<file path="config.mk">
export PLATFORM = sky130hd
export DESIGN_NAME = universal_register
export DESIGN_NICKNAME = d
export VERILOG_FILES = /design/src/rtl/universal_register.sv
export SDC_FILE = /design/constraint.sdc
export NUM_CORES = 1
export LEC_CHECK = 0
export ABC_AREA = 1
export CAP_MARGIN = 10
export CORE_MARGIN = 2
export CORE_UTILIZATION = 38
export DETAILED_ROUTE_END_ITERATION = 10
export SLEW_MARGIN = 20
export SYNTH_ARGS = -nofsm -noshare
export SYNTH_HDL_FRONTEND = slang
export SYNTH_SLANG_ARGS = --single-unit
</file>
<file path="constraint.sdc">
create_clock -name clk -period 2.1 [get_ports clk]
set_input_delay 0.63 -clock clk [delete_from_list [all_inputs] [get_ports clk]]
set_output_delay 0.63 -clock clk [all_outputs]
set_load 0.005 [all_outputs]
</file>
<file path="src/rtl/universal_register.sv">
// universal_register: clear/load/inc/dec/multi-cycle shift register; define UNIVERSAL_REGISTER_SAT_EN for saturating inc/dec
module universal_register #(
  parameter int DATA_WIDTH = 16,
  parameter int SHAMT_WIDTH = $clog2(DATA_WIDTH) + 1
) (
  input  logic                   clk,
  input  logic                   rst,
  input  logic                   cl,
  input  logic                   ld,
  input  logic [DATA_WIDTH-1:0]  in,
  input  logic                   inc,
  input  logic                   dec,
  input  logic                   sr,
  input  logic                   ir,
  input  logic                   sl,
  input  logic                   il,
  input  logic                   rot,
  input  logic [SHAMT_WIDTH-1:0] shamt,
  output logic [DATA_WIDTH-1:0]  out,
  output logic                   carry,
  output logic                   zero,
  output logic                   busy,
  output logic                   done
);
  typedef enum logic {IDLE, SHIFT} state_t;
  state_t state, state_n;
  logic [DATA_WIDTH-1:0] out_n, step_out;
  logic [SHAMT_WIDTH-1:0] cnt, cnt_n, n;
  logic carry_n, done_n, left, left_n, rot_q, rot_n, fill_q, fill_n;
  logic s_left, s_rot, s_fill, step_carry, all_ones, in_shift;
  assign in_shift = state == SHIFT;
  assign busy = in_shift;
  assign zero = out == '0;
  assign all_ones = &out;
  assign n = shamt > SHAMT_WIDTH'(DATA_WIDTH) ? SHAMT_WIDTH'(DATA_WIDTH) : shamt;
  assign s_left = in_shift ? left : ~sr;
  assign s_rot = in_shift ? rot_q : rot;
  assign s_fill = in_shift ? fill_q : (sr ? ir : il);
  assign step_out = s_left ? {out[DATA_WIDTH-2:0], s_rot ? out[DATA_WIDTH-1] : s_fill}
                           : {s_rot ? out[0] : s_fill, out[DATA_WIDTH-1:1]};
  assign step_carry = s_left ? out[DATA_WIDTH-1] : out[0];
  always_comb begin
    state_n = state;
    out_n = out;
    carry_n = carry;
    cnt_n = cnt;
    left_n = left;
    rot_n = rot_q;
    fill_n = fill_q;
    done_n = 1'b0;
    if (in_shift) begin
      if (cl) begin
        out_n = '0;
        carry_n = 1'b0;
        cnt_n = '0;
        state_n = IDLE;
      end else begin
        out_n = step_out;
        carry_n = step_carry;
        cnt_n = cnt - SHAMT_WIDTH'(1);
        if (cnt == SHAMT_WIDTH'(1)) begin
          state_n = IDLE;
          done_n = 1'b1;
        end
      end
    end else if (cl) begin
      out_n = '0;
      carry_n = 1'b0;
    end else if (ld) begin
      out_n = in;
      carry_n = 1'b0;
    end else if (inc) begin
`ifdef UNIVERSAL_REGISTER_SAT_EN
      out_n = all_ones ? out : out + DATA_WIDTH'(1);
`else
      out_n = out + DATA_WIDTH'(1);
`endif
      carry_n = all_ones;
    end else if (dec) begin
`ifdef UNIVERSAL_REGISTER_SAT_EN
      out_n = zero ? out : out - DATA_WIDTH'(1);
`else
      out_n = out - DATA_WIDTH'(1);
`endif
      carry_n = zero;
    end else if ((sr || sl) && n != '0) begin
      out_n = step_out;
      carry_n = step_carry;
      left_n = s_left;
      rot_n = s_rot;
      fill_n = s_fill;
      cnt_n = n - SHAMT_WIDTH'(1);
      if (n == SHAMT_WIDTH'(1)) done_n = 1'b1;
      else state_n = SHIFT;
    end
  end
  always_ff @(posedge clk) begin
    if (rst) begin
      state <= IDLE;
      out <= '0;
      carry <= 1'b0;
      cnt <= '0;
      done <= 1'b0;
      left <= 1'b0;
      rot_q <= 1'b0;
      fill_q <= 1'b0;
    end else begin
      state <= state_n;
      out <= out_n;
      carry <= carry_n;
      cnt <= cnt_n;
      done <= done_n;
      left <= left_n;
      rot_q <= rot_n;
      fill_q <= fill_n;
    end
  end
endmodule
</file>
==> results.toml <==
[finish]
area_growth_pct = 35.70
seq_area_um2 = 541.8
layout_common_cells = "nand2_1, buf_4, clkdlybuf4s50_1, a21oi_1"
final_common_cell = "nand2_1"
num_antenna_cells = 0
finalNetCount = 609
fin_util = 0.5359
fin_area_um2 = 3929
multi_input_area_um2 = 1992
fill_cells = 735
drive_gt1_frac = 0.2162

[power]
ir_drop_mv = 0.2549
power.density_nw_per_um2 = 398.1
power.internal_mw = 0.9766
p_leak_nw = 1.648
seqPwrFrac = 0.354
switching_share = 0.3756
p_clk_frac = 0.218
p_switching_mw = 0.5876
power_frac_comb = 0.428

[synthesis]
synthCells = 478
synth_cell_types = 40
synth_fp_nets = 517
yosys-top-cells-area = "dfxtp_1, nand2_1, a21oi_1"
netlist_area_um2 = 2895
yosysWarnings = 0
synth_top_area_cell = "dfxtp_1"
ys_seq_area_frac = 0.1867
synth_seq_cells = 27
syn_area_per_cell_um2 = 6.057
synth_top_area_frac = 0.1867

[hold_path]
hold_start = "left$_SDFFE_PP0P_"
hold_class = "flip-flop to flip-flop"

[timing]
skew_ps = 6.548
fin_crit_ps = 2027
finalSetupViolations = 0
max_freq_mhz = 493.3
finalHoldViolations = 0
fin_crit_sh = 0.9652
holdWs_ps = 477.3
worst_pin_slew_ps = 373.4
slew_headroom = 0.7501
slew_violations = 0
rsz0062_at_grt = "false"
setup_ws_ps = 73.02
tns_ps = 0

[floorplanning]
start_util = 0.3949
die_y_um = 91.29
die_area_um2 = 8333
core_area_um2 = 7331
die_w_um = 91.29
rows = 31
pin_count = 52

[setup_path]
crit_path_start_kind = "flip-flop"
critical_path_required_ps = 1470
path_class = "flip-flop to primary output"
cp-end-kind = "primary output"
crit_family = "buffers and inverters"
cp_max_fo = 9
cpPeakStageDelay_ps = 510
crit_arrival_ps = 1400
cp.buffers_inverters = 2
cpMaxStageDelayCell = "clkdlybuf4s50_1"
crit_path_start = "out[14]$_SDFFE_PP0P_"
path_cells = "buf_4 -> clkdlybuf4s50_1"
rr_startpoint = "out[0]$_SDFFE_PP0P_"

[placed_design]
place_area_um2 = 3770
place_worst_setup_slack_ps = -405.3
routabilityCongestion = 0.9530
port_buffers = 51
place_hpwl_um = 7304

[clock_network]
cts.sinks = 27
numCtsBuffers = 3
cts_root_buf = "clkbuf_8"
clock_latency_ps = 290
htreeDepth = 1
clk_pin_slew_ps = 110
cts_tree = "built"
clk_path_buf_depth = 2

[grt]
grt_busiest_layer = "met2"
track_usage = 0.2336
grt.met3_usage = 0.02241
grt_max_degree = 20
use_met1 = 0.3295
antenna_found_initial = 0
gr-total-overflow = 0
grt_pass1_vias = 3265
grt_pass1_wl_um = 15910
use_met2 = 0.3802

[drt]
drt_pass1_iterations = 5
ant_nets = 0
via_per_inst = 5.320
dr_total_vias = 3554
drtIter0Drc = 206
avgRoutedWirePerCell_um = 14.67
wl_um = 9800
drc = 0

[run_status]
status = "finished, final reports clean"

[job]
cap_violations = 0
## kinds of logic after synthesis
family,share of synthesized area
AO/OA/AOI/OAI,0.2286
XOR/XNOR,0.03025
adder cells (fa/ha/maj),0.03025
buffers and inverters,0.1448
flip-flops,0.1867
AND/OR/NAND/NOR,0.3794
## final timing paths
kind,to,slack (ps),cells past startpoint
worst max-delay path,out[14],70,2
worst min-delay path,left$_SDFFE_PP0P_,480,2
worst max register to register,carry$_SDFFE_PP0P_,260,8
worst min register to register,left$_SDFFE_PP0P_,480,2
## layer usage
metal,vias up,part of all wire,wire (µm)
met5,-,0,0
met4,0,0.019,187
met3,18,0.052,513
met2,113,0.46,4490
met1,1660,0.47,4609
li1,1763,-,-
## cell type report
type	count	share of cell area
multi-input cells	375	0.5070
repair buffers	114	0.2621
flip-flops and latches	27	0.1379
inverters	49	0.04873
well taps	99	0.03153
clock buffers	3	0.01051
clock inverters	1	0.002229
## what timing repair did
action	CTS	global route
endpoints found under the setup margin	22	26
hold buffers	0	0
setup buffers	1	1
pin swaps	4	3
gates cloned	0	1
resized for setup	8	21
## sequential cells by signal (all words and copies together) (netlist names)
name,cells
busy,1
carry,1
cnt,5
done,1
fill_q,1
left,1
out,16
rot_q,1
## through the flow
stage | std cells | total power, mW
5_1_grt | 668 | 1.668
6_report | 668 | 1.564
3_5_place_dp | 661 | 1.206
4_1_cts | 666 | 1.547
3_3_place_gp | 661 | 1.202
2_1_floorplan | 478 | 0.9401
## synthesized netlist by cell type
| cell | count |
|---|---|
| nand2_1 | 125 |
| a21oi_1 | 49 |
| inv_1 | 41 |
| nand3_1 | 40 |
| nor2_1 | 38 |
| o21ai_0 | 32 |
| dfxtp_1 | 27 |
| nor2_2 | 11 |
| o211ai_1 | 9 |
| o21ai_1 | 9 |
| buf_2 | 8 |
| buf_6 | 8 |
| inv_2 | 8 |
| nand2_2 | 8 |
| xor2_1 | 8 |
| a31oi_1 | 7 |
| ha_1 | 7 |
| nand4_1 | 6 |
| buf_4 | 5 |
| nor2_4 | 4 |
| clkbuf_8 | 3 |
| o2111ai_1 | 3 |
| o22ai_1 | 3 |
| nand3_2 | 2 |
| xnor2_1 | 2 |
| a211oi_2 | 1 |
| a21oi_2 | 1 |
| a311oi_1 | 1 |
| and2_1 | 1 |
| clkbuf_2 | 1 |
| dlygate4sd1_1 | 1 |
| dlymetal6s2s_1 | 1 |
| nand3_4 | 1 |
| nand3b_1 | 1 |
| nand4_2 | 1 |
| nor3_1 | 1 |
| nor3_2 | 1 |
| o21ai_2 | 1 |
| o21ai_4 | 1 |
| or2_2 | 1 |
## tightest hold or removal path, delay by kind of cell (launching register included)
family | cells | cell delay, ps
compound gates | 1 | 60
simple gates | 1 | 60
flops | 1 | 330
## power groups by stage
stage | logic (mW) | registers (mW) | clock network [mW]
5_1_grt | 0.740 | 0.557 | 0.371
2_1_floorplan | 0.373 | 0.567 | 0
3_3_place_gp | 0.639 | 0.562 | 0
3_5_place_dp | 0.644 | 0.562 | 0
6_report | 0.670 | 0.554 | 0.341
4_1_cts | 0.653 | 0.552 | 0.343
No activity file was read; power rests on OpenSTA's default activity.
